### config.mk
export PLATFORM = sky130hd
export DESIGN_NAME = dispense_sequencer
export DESIGN_NICKNAME = d
export VERILOG_FILES = /design/src/rtl/dispense_sequencer.sv
export SDC_FILE = /design/constraint.sdc
export NUM_CORES = 1
export LEC_CHECK = 0
export CAP_MARGIN = 40
export CORE_ASPECT_RATIO = 0.9
export CORE_UTILIZATION = 40
export DETAILED_ROUTE_END_ITERATION = 6
export GPL_ROUTABILITY_DRIVEN = 0
export PLACE_DENSITY_LB_ADDON = 0.3
export SLEW_MARGIN = 20
export SYNTH_ARGS = -nofsm -noshare
export SYNTH_HDL_FRONTEND = slang
export SYNTH_SLANG_ARGS = --single-unit
### constraint.sdc
create_clock -name clk -period 4.63 [get_ports clk]
set_input_delay 0.6945 -clock clk [delete_from_list [all_inputs] [get_ports clk]]
set_output_delay 0.6945 -clock clk [all_outputs]
set_load 0.02 [all_outputs]
### src/rtl/dispense_sequencer.sv
// dispense_sequencer: queued route/gate/return sequencing of the sorter and tower gate servos
module dispense_sequencer #(
    parameter int SETTLE_CYCLES = 25000000,
    parameter int DWELL_CYCLES = 50000000,
    parameter int FIFO_DEPTH = 4,
    parameter logic [7:0] HOME = 8'h88,
    parameter logic [7:0] TOW1 = 8'h40,
    parameter logic [7:0] TOW2 = 8'hC0,
    parameter logic [7:0] DISP1 = 8'hFF,
    parameter logic [7:0] RECYC1 = 8'h00,
    parameter logic [7:0] DISP2 = 8'h00,
    parameter logic [7:0] RECYC2 = 8'hFF
) (
    input  logic       clk,
    input  logic       rst_n,
    input  logic       cmd_valid,
    input  logic [1:0] cmd_data,
    output logic       cmd_ready,
    input  logic       abort,
    output logic [7:0] sv1_pos,
    output logic [7:0] sv2_pos,
    output logic [7:0] sv3_pos,
    output logic       busy,
    output logic       done,
    output logic [2:0] fifo_count,
    output logic [3:0] state_code
);
    localparam logic [2:0] IDLE = 3'd0, ROUTE = 3'd1, GATE = 3'd2, RETURN = 3'd3, DONE = 3'd4;
    localparam int MAXC = SETTLE_CYCLES > DWELL_CYCLES ? SETTLE_CYCLES : DWELL_CYCLES;
    localparam int TW = $clog2(MAXC + 1);
    localparam int PW = $clog2(FIFO_DEPTH);
    localparam logic [TW-1:0] S_LAST = TW'(SETTLE_CYCLES - 1);
    localparam logic [TW-1:0] D_LAST = TW'(DWELL_CYCLES - 1);
    logic [2:0] state, nxt_state;
    logic [TW-1:0] timer, nxt_timer;
    logic [1:0] cmd, nxt_cmd, head;
    logic aborted, nxt_aborted;
    logic [7:0] nxt_sv1, nxt_sv2, nxt_sv3;
    logic [1:0] mem [FIFO_DEPTH];
    logic [PW-1:0] rd_ptr, wr_ptr;
    logic push, pop, s_end, d_end;
    assign cmd_ready = fifo_count < 3'(FIFO_DEPTH) && !abort;
    assign push = cmd_valid && cmd_ready;
    assign pop = state == IDLE && fifo_count != 3'd0 && !abort;
    assign head = mem[rd_ptr];
    assign s_end = timer == S_LAST;
    assign d_end = timer == D_LAST;
    assign state_code = {1'b0, state};
    // next-state, timer and servo targets; cmd[0] picks the tower, cmd[1] dispense vs recycle
    always_comb begin
        nxt_state = state;
        nxt_timer = timer + 1'b1;
        nxt_cmd = cmd;
        nxt_aborted = aborted;
        nxt_sv1 = sv1_pos;
        nxt_sv2 = sv2_pos;
        nxt_sv3 = sv3_pos;
        case (state)
            IDLE: begin
                nxt_timer = '0;
                if (pop) begin
                    nxt_state = ROUTE;
                    nxt_cmd = head;
                    nxt_aborted = 1'b0;
                    nxt_sv1 = head[0] ? TOW2 : TOW1;
                    nxt_sv2 = HOME;
                    nxt_sv3 = HOME;
                end
            end
            ROUTE: begin
                if (abort || s_end) begin
                    nxt_timer = '0;
                    nxt_state = abort ? RETURN : GATE;
                    nxt_aborted = abort;
                    nxt_sv1 = abort ? HOME : sv1_pos;
                    nxt_sv2 = abort || cmd[0] ? HOME : (cmd[1] ? DISP1 : RECYC1);
                    nxt_sv3 = abort || !cmd[0] ? HOME : (cmd[1] ? DISP2 : RECYC2);
                end
            end
            GATE: begin
                if (abort || d_end) begin
                    nxt_timer = '0;
                    nxt_state = RETURN;
                    nxt_aborted = abort;
                    nxt_sv1 = HOME;
                    nxt_sv2 = HOME;
                    nxt_sv3 = HOME;
                end
            end
            RETURN: begin
                nxt_aborted = aborted || abort;
                if (s_end) nxt_state = nxt_aborted ? IDLE : DONE;
            end
            default: nxt_state = IDLE;
        endcase
    end
    // sequencer registers; busy and done are registered from the next state
    always_ff @(posedge clk) begin
        if (!rst_n) begin
            state <= IDLE;
            timer <= '0;
            cmd <= '0;
            aborted <= 1'b0;
            sv1_pos <= HOME;
            sv2_pos <= HOME;
            sv3_pos <= HOME;
            busy <= 1'b0;
            done <= 1'b0;
        end else begin
            state <= nxt_state;
            timer <= nxt_timer;
            cmd <= nxt_cmd;
            aborted <= nxt_aborted;
            sv1_pos <= nxt_sv1;
            sv2_pos <= nxt_sv2;
            sv3_pos <= nxt_sv3;
            busy <= nxt_state != IDLE;
            done <= nxt_state == DONE;
        end
    end
    // queue pointers and occupancy; abort flushes, and blocks push via cmd_ready and pop via pop
    always_ff @(posedge clk) begin
        if (!rst_n || abort) begin
            rd_ptr <= '0;
            wr_ptr <= '0;
            fifo_count <= '0;
        end else begin
            wr_ptr <= wr_ptr + PW'(push);
            rd_ptr <= rd_ptr + PW'(pop);
            fifo_count <= fifo_count + 3'(push) - 3'(pop);
        end
    end
    // queue storage; contents need no reset since occupancy gates every read
    always_ff @(posedge clk) begin
        if (push) mem[wr_ptr] <= cmd_data;
    end
endmodule

# Word level (Yosys, flattened, before mapping)
# Memory sizes are Yosys's and may differ from the RTL's. A register that Yosys moved wholly into a read port is not among the register bits.
# Cells that the tools add are included.
[classes] addsub=5 n_lt_le_gt_ge=1 n_reduce_logical=22 eq_ne=10 muxes=32
[ops] operator="$mux W8" count=12
[ops] operator="$pmux W26 S3" count=1
[ops] operator="$pmux W8 S3" count=3
[ops] operator="$mux W26" count=2
[ops] operator="$add A26 B1 Y26 const B" count=1
[ops] operator="$eq A26 B25 Y1 const B" count=1
[ops] operator="$eq A26 B26 Y1 const B" count=1
[ops] operator="$mux W3" count=5
[ops] operator="$pmux W3 S4" count=1
[ops] operator="$reduce_bool A3 Y1" count=3
[ops] operator="$ne A2 B2 Y1 const B" count=4
[ops] operator="$reduce_and A4 Y1" count=2
[ops] operator="$eq A3 B2 Y1 const B" count=2
[ops] operator="$logic_or A1 B1 Y1" count=6
[ops] operator="$mux W1" count=6
[ops] operator="$reduce_and A5 Y1" count=1
[ops] operator="$add A2 B1 Y2" count=2
[ops] operator="$logic_and A1 B1 Y1" count=4
[ops] operator="$pmux W1 S4" count=1
[ops] operator="$reduce_bool A4 Y1" count=1
[ops] operator="$add A3 B1 Y3" count=1
[ops] operator="$eq A3 B1 Y1 const B" count=1
[ops] operator="$eq A3 B3 Y1 const B" count=1
[ops] operator="$logic_not A1 Y1" count=3
[ops] operator="other kinds (5)" count=5
[totals] ram_bits=8 register_bits=65 output_inout_bits=34 elab_cells=83 mem_count=1 in_bits=6
[mem_list] name="mem" depth=4 width=2 read_ports=1 rd_clocked_by_memory_dff=1 write_ports=1 line_no="39" text="logic [1:0] mem [FIFO_DEPTH];"

# Logic depth before layout (Yosys ltp)
# Gate-level depths: netlist of the first run.
[depth] depth_word=6 depth_mapped=11 ltp_nobuf=10

# Worst setup path before layout of the first run
# Ideal clock, no wire load.
[synth_timing] path_type="in2reg" startpoint="input port abort" endpoint="register fifo_count[2]" arrival_ps=2607 t_required_ps=4515 slack_ps=1908 setup_ps=115 n_path_buf=1 cell_stages=10 path_cell_list="clkbuf_1 -> nor2_1 -> nand2_1 -> ha_1 -> inv_1 -> ha_1 -> fa_1 -> xnor2_1 -> xnor2_1 -> nor2_1"
[synth_between] elab_chain_len=5 elab_cells_between_ends=7 classes_between="add/sub (2); reduce/logical (5)"
[synth_rtl] element="start: declaration" line_no="19" text="input logic abort,"
[synth_rtl] element="$logic_not A1 Y1" line_no="42" text="assign cmd_ready = fifo_count < 3'(FIFO_DEPTH) && !abort;"
[synth_rtl] element="$logic_and A1 B1 Y1" line_no="42"
[synth_rtl] element="via cmd_ready" line_no="18" text="output logic cmd_ready,"
[synth_rtl] element="$logic_and A1 B1 Y1" line_no="43" text="assign push = cmd_valid && cmd_ready;"
[synth_rtl] element="$add A3 B1 Y3" line_no="130" text="fifo_count <= fifo_count + 3'(push) - 3'(pop);"
[synth_rtl] element="$sub A3 B1 Y3" line_no="130"
[synth_rtl] element="end signal: assignment" line_no="130"
[synth_rtl] element="end: declaration" line_no="25" text="output logic [2:0] fifo_count,"
# The timed path passes the listed nets, and every way through them passes these cells.
# A chain may end at the register's enable or synchronous reset.

# Worst setup path in the final report of the first run
[layout_timing] startpoint="input port abort" endpoint="register fifo_count[2]"
[layout_between] elab_chain_len=5 elab_cells_between_ends=7 classes_between="add/sub (2); reduce/logical (5)"
[layout_rtl] element="$logic_not A1 Y1" line_no="42, 44"
[layout_rtl] element="$logic_and A1 B1 Y1" line_no="42"
[layout_rtl] element="$logic_and A1 B1 Y1" line_no="43"
[layout_rtl] element="$add A3 B1 Y3" line_no="130"
[layout_rtl] element="$sub A3 B1 Y3" line_no="130"
# Parallel ways exist; a longest one is shown, timed or not.

==> results of run 1 <==
## Yosys cell counts (2+ instances only)
cell       n
and3_1     9
edfxtp_1   8
buf_4     20
nor2_1    45
o21bai_1   2
nand4_1    7
clkbuf_1   2
clkbuf_8   2
and3_2     2
xor2_1    14
nor4_1     4
and2_1     4
ha_1       5
nand2_1   13
and4bb_2   2
and4_2     2
mux4_2     2
dfxtp_1   48
a31o_1     2
nor3_1     7
a31oi_1    4
nor3_2     2
nand2b_1   2
o21ai_0    4
xnor2_1   15
and2_2     2
nand3_1   12
nor3b_1    2
mux2i_1    2
inv_1      8
a21oi_1    2
## layout make-up
class                           count  share of cell area (%)
Multi-Input combinational cell    192                   41.38
Sequential cell                    56                   38.42
Timing Repair Buffer               33                   10.56
Tap cell                           90                   3.601
Clock inverter                      3                   2.881
Clock buffer                        5                   2.201
Inverter                            8                  0.9604
## per-stage QoR
step / hold WS, ps / area [um2]
after floorplan: 430.4 / 2720
after global placement: 442.8 / 2968
after detailed placement: 451.8 / 2968
after CTS: 474.1 / 3127
after global routing: 481.5 / 3127
final: 469.7 / 3127
## flip-flops by register name, summed over array words and instances (netlist names)
name and cells:
sv2_pos 2, cmd 2, state 3, sv3_pos 2, done 1, timer 26
mem 8, fifo_count 3, rd_ptr 2, sv1_pos 3, aborted 1, busy 1
wr_ptr 2
## where the power goes
part	leakage [nW]	switching [mW]	total (mW)	internal, mW
sequential	0.461	0.0178	0.529	0.511
clock	0.0784	0.160	0.431	0.270
combinational	0.572	0.0815	0.145	0.0634
## cell usage in the layout, fill, tap and decap left out, drive strengths merged, types with 2 or more instances in the layout
cell type	instances
a21oi	2
a31o	3
a31oi	4
and2	6
and3	11
and4	2
and4bb	2
bufinv	3
clkbuf	5
clkdlybuf4s50	33
conb	6
dfxtp	48
edfxtp	8
ha	5
inv	8
mux2i	2
mux4	2
nand2	14
nand2b	2
nand3	13
nand4	9
nor2	45
nor3	9
nor3b	2
nor4	5
o21ai	5
o21bai	2
xnor2	15
xor2	14
## worst min path at each step
stage	startpoint	to	slack [ps]	cells after the start
3_3_place_gp	timer[0]$_SDFF_PN0_	timer[0]$_SDFF_PN0_	440	1
2_1_floorplan	timer[0]$_SDFF_PN0_	timer[0]$_SDFF_PN0_	430	1
5_1_grt	sv1_pos[7]$_SDFFE_PN1P_	sv1_pos[7]$_SDFFE_PN1P_	480	2
6_report	sv1_pos[7]$_SDFFE_PN1P_	sv1_pos[7]$_SDFFE_PN1P_	470	2
3_5_place_dp	timer[0]$_SDFF_PN0_	timer[0]$_SDFF_PN0_	450	1
4_1_cts	sv1_pos[7]$_SDFFE_PN1P_	sv1_pos[7]$_SDFFE_PN1P_	470	2
## tightest hold or removal path: cells and delay by family (launching register included)
family / cells / cell delay [ps]
AOI/OAI and AO/OA: 1 / 60
buffers and inverters: 1 / 50
DFF: 1 / 320
## cell families (layout without fill, tap and decap cells)
| group | after synthesis | after routing | share of synthesized area, % |
|---|---|---|---|
| and+or+nand+nor | 127 | 127 | 26.72 |
| DFF | 56 | 56 | 44.46 |
| buffers and inverters | 33 | 49 | 8.337 |
| xor gates and xnor gates | 29 | 29 | 9.403 |
| AOI/OAI and AO/OA | 20 | 20 | 5.465 |
| adders and majority gates | 6 | 6 | 3.057 |
| muxes | 4 | 4 | 2.408 |
| other | 1 | 6 | 0.1388 |
## per-layer routing
layer / up-vias / GRT usage [%] / share of wire (%)
li1: 971 / - / -
met1: 900 / 21.49 / 54
met2: 35 / 20.08 / 42
met3: 7 / 3.309 / 3.2
met4: 0 / 4.839 / 1.3
met5: - / 0 / 0
==> results.py, run 1 <==
metrics = {
    "floorplan": {
        "io_pins": 40,
        "core_um2": 6551,
        "die_y_um": 79.96,
        "floorplan.initialDensity_pct": 41.23,
        "num_rows": 28,
        "die_w_um": 88.63,
        "die_area_um2": 7086,
    },
    "grt": {
        "grt_usage_pct": 14.40,
        "antenna_found_initial": 0,
        "overflow": 0,
        "grt_max_degree": 26,
        "grt_pass1_vias": 1661,
        "grt_pass1_wl_um": 7803,
    },
    "cts": {
        "tritoncts": "built",
        "clock_sinks": 56,
        "clk_path_buf_depth": 2,
        "post-cts-setup-buffers": 0,
        "htreeDepth": 2,
        "root_buffer": "clkbuf_8",
        "holdBufCountCts": 0,
        "clk_latency_ps": 310,
        "cts_resized": 0,
        "cts_buffers": 5,
        "clk_pin_slew_ps": 100,
    },
    "sta": {
        "fin_ws_ps": 1646,
        "fin_skew_ps": 6.298,
        "fin_crit_sh_pct": 64.45,
        "rsz0062_at_grt": "false",
        "drv_slew": 0,
        "setup_violations": 0,
        "fmax_mhz": 335.1,
        "tns_ps": 0,
        "worst_pin_slew_ps": 535.4,
        "hold_viol": 0,
        "slew_headroom_pct": 64.20,
        "min_period_ps": 2984,
    },
    "worst_setup_path": {
        "cpMostUsedCell": "nor2_1",
        "worstPathMaxFanout": 14,
        "crit_type": "primary input to register",
        "path_cells": "clkdlybuf4s50_1, nor2_1, nand2_1, nor2_1, ha_1, inv_1, ha_1, fa_1, xnor2_1, xnor2_1, nor2_1",
        "endpoint_kind": "register",
        "cp.required_ps": 4840,
        "r2r-start": "fifo_count[1]$_SDFF_PP0_",
        "slowest_delay_ps": 640,
        "cp.arrival_ps": 3190,
        "path_delay_family": "adder cells",
        "start_kind": "primary input",
        "crit_path_end": "fifo_count[2]$_SDFF_PP0_",
        "worstSetupPathDepth": 11,
        "slowest_stage": "clkdlybuf4s50_1",
        "worst-path-buf-inv": 2,
        "worst_r2r_endpoint": "fifo_count[2]$_SDFF_PP0_",
        "r2r_setup_slack_ps": 2250,
        "rr_worst_depth": 9,
        "critPathLaunch": "abort",
    },
    "finish": {
        "drive_gt1_share_pct": 9.764,
        "final_util_pct": 47.73,
        "fin_nets": 308,
        "seqCellArea_um2": 1201,
        "syn_to_final_growth_pct": 15.75,
        "multi_input_area_um2": 1294,
        "nFillCells": 645,
        "antenna_cells": 0,
        "fin_cells": 387,
    },
    "yosys": {
        "avgSynthCellArea_um2": 9.787,
        "yosys_warnings": 0,
        "synth_ff_type": "dfxtp_1",
        "synth_cells": 276,
        "ys_types": 52,
        "synth_edf_count": 8,
        "ys_ff_latch": 56,
        "synth_top_area_share_pct": 35.57,
        "synth.area.top_cells": "dfxtp_1, edfxtp_1, nor2_1",
        "yosys.area.top_type": "dfxtp_1",
        "synthArstFlopShare_pct": 0,
        "synth_area_um2": 2701,
        "seq_area_frac_synth_pct": 44.47,
    },
    "detailed_routing": {
        "antenna_left": 0,
        "drtPass1Iterations": 4,
        "viasPerCell": 4.943,
        "drc_errors": 0,
        "routed_wl_um": 4857,
        "drt_iter0_markers": 75,
        "wire_per_inst_um": 12.55,
        "vias": 1913,
    },
    "power_and_ir_drop": {
        "leakage_nw": 1.111,
        "ir_drop_uv": 171.4,
        "total_power_mw": 1.104,
        "power_density_nw_per_um2": 353.2,
    },
    "placement": {
        "place_hpwl_um": 3536,
        "port_buffers": 33,
        "place_ws_ps": 1315,
        "dp.cells": 379,
    },
    "run_status": {
        "status": "complete, no violations",
    },
    "min_path": {
        "hold_class": "register to register",
    },
    "flow_run": {
        "maxCapViolCount": 0,
    },
}
(Power assumes the default switching activity.)
==> run 2, diff against run 1 <==
clock period = 2.9 ns   (was 4.63 ns; I/O delays follow)
==> results.py, run 2 (synthesis gave the netlist of run 1 again) <==
metrics = {
    "detailed_routing": {
        "viasPerCell": 4.836,
        "drt_iter0_markers": 41,
        "wire_per_inst_um": 12.48,
        "drc_errors": 0,
        "drtPass1Iterations": 4,
        "vias": 1886,
        "antenna_left": 0,
        "routed_wl_um": 4869,
    },
    "floorplan": {
        "die_area_um2": 7086,
        "floorplan.initialDensity_pct": 41.23,
        "num_rows": 28,
        "core_um2": 6551,
        "die_w_um": 88.63,
        "die_y_um": 79.96,
        "io_pins": 40,
    },
    "worst_setup_path": {
        "cp.required_ps": 3110,
        "path_cells": "clkdlybuf4s50_1, nor2_1, nand2_1, ha_1, inv_1, ha_1, fa_1, xnor2_1, xnor2_1, nor2_1",
        "start_kind": "primary input",
        "slowest_stage": "clkdlybuf4s50_1",
        "endpoint_kind": "register",
        "worst-path-buf-inv": 2,
        "cp.arrival_ps": 2460,
        "worstPathMaxFanout": 5,
        "slowest_delay_ps": 460,
        "crit_type": "primary input to register",
        "path_delay_family": "adder cells",
    },
    "cts": {
        "clk_pin_slew_ps": 100,
        "clock_sinks": 56,
        "post-cts-setup-buffers": 0,
        "holdBufCountCts": 0,
        "htreeDepth": 2,
        "clk_path_buf_depth": 2,
        "tritoncts": "built",
        "clk_latency_ps": 310,
        "cts_buffers": 5,
        "root_buffer": "clkbuf_8",
        "cts_resized": 0,
    },
    "sta": {
        "fin_ws_ps": 643.2,
        "fin_crit_sh_pct": 77.82,
        "setup_violations": 0,
        "whs_ps": 468.0,
        "slew_headroom_pct": 63.94,
        "min_period_ps": 2257,
        "fin_skew_ps": 7.028,
        "hold_viol": 0,
        "drv_slew": 0,
        "fmax_mhz": 443.1,
        "rsz0062_at_grt": "false",
        "worst_pin_slew_ps": 539.3,
        "tns_ps": 0,
    },
    "finish": {
        "fin_nets": 311,
        "layout_commonest_cell": "dfxtp_1",
        "antenna_cells": 0,
        "drive_gt1_share_pct": 10.67,
        "nFillCells": 639,
        "layout_common_cells": "dfxtp_1, nor2_1, clkdlybuf4s50_1",
        "largestRegisters": "timer x26, mem x8",
        "syn_to_final_growth_pct": 13.94,
        "largest_reg_flops": 26,
        "regMostFlops": "timer",
    },
    "grt": {
        "grt_pass1_wl_um": 7935,
        "grt_usage_pct": 14.39,
        "antenna_found_initial": 0,
        "overflow": 0,
        "grt_pass1_vias": 1707,
        "grt_max_degree": 26,
    },
    "placement": {
        "port_buffers": 33,
        "place_hpwl_um": 3531,
        "place_ws_ps": 311.3,
    },
    "power_and_ir_drop": {
        "leakage_nw": 1.096,
        "ir_drop_uv": 266.9,
        "power_density_nw_per_um2": 487.6,
        "total_power_mw": 1.501,
    },
    "flow_run": {
        "maxCapViolCount": 0,
    },
    "run_status": {
        "status": "complete, no violations",
    },
    "min_path": {
        "hold_class": "register to register",
    },
}
run 2: changes by cell type in the layout (fill, tap and decap cells not counted), sizes merged:
cell / change
buf: +3
bufinv: -3
clkinv: +3
run 2: path summary, 6_finish.rpt:
path | start | to | slack (ps) | depth (start not counted)
setup / recovery | abort | fifo_count[2]$_SDFF_PP0_ | 640 | 10
hold / removal | timer[0]$_SDFF_PN0_ | timer[0]$_SDFF_PN0_ | 470 | 1
setup reg to reg | timer[0]$_SDFF_PN0_ | timer[24]$_SDFF_PN0_ | 700 | 7
hold reg to reg | timer[0]$_SDFF_PN0_ | timer[0]$_SDFF_PN0_ | 470 | 1
run 2: per-stage QoR:
step,cell area [um2],std cells,utilization (%)
floorplan,2720,281,-
global placement,2990,382,45.65
detailed placement,2990,382,45.65
CTS,3078,390,46.98
global route,3078,390,46.98
finish,3078,390,46.98
run 2: area by class of cell:
type / count / area (um2) / share of cell area, %
sequential: 56 / 1201 / 39.02
tap: 90 / 112.6 / 3.659
inverter: 8 / 30.03 / 0.9756
multi-input combinational: 192 / 1294 / 42.03
clock inverter: 3 / 18.77 / 0.6098
timing repair buffer: 36 / 352.8 / 11.46
clock buffer: 5 / 68.82 / 2.236
run 2: worst reg2reg max path, cell delays in order, from the launching register on:
cell and delay, ps:
dfxtp_1 380, ha_1 220, and4_2 330, nand4_1 180, o21ai_1 290, nand3_1 150
nand2_2 410, nor2_1 110
run 2: routing by layer:
layer	vias to the layer above	GRT usage [%]	share of wire, %
met4	0	3.871	1.0
met3	5	3.619	3.7
met1	878	20.44	53
met5	-	0	0
li1	969	-	-
met2	34	21.54	42
run 2: report_power, final:
group	total [mW]	internal, mW	switching (mW)
combinational	0.245	0.106	0.139
sequential	0.839	0.816	0.0226
clock	0.417	0.169	0.248
total	1.50	1.09	0.409
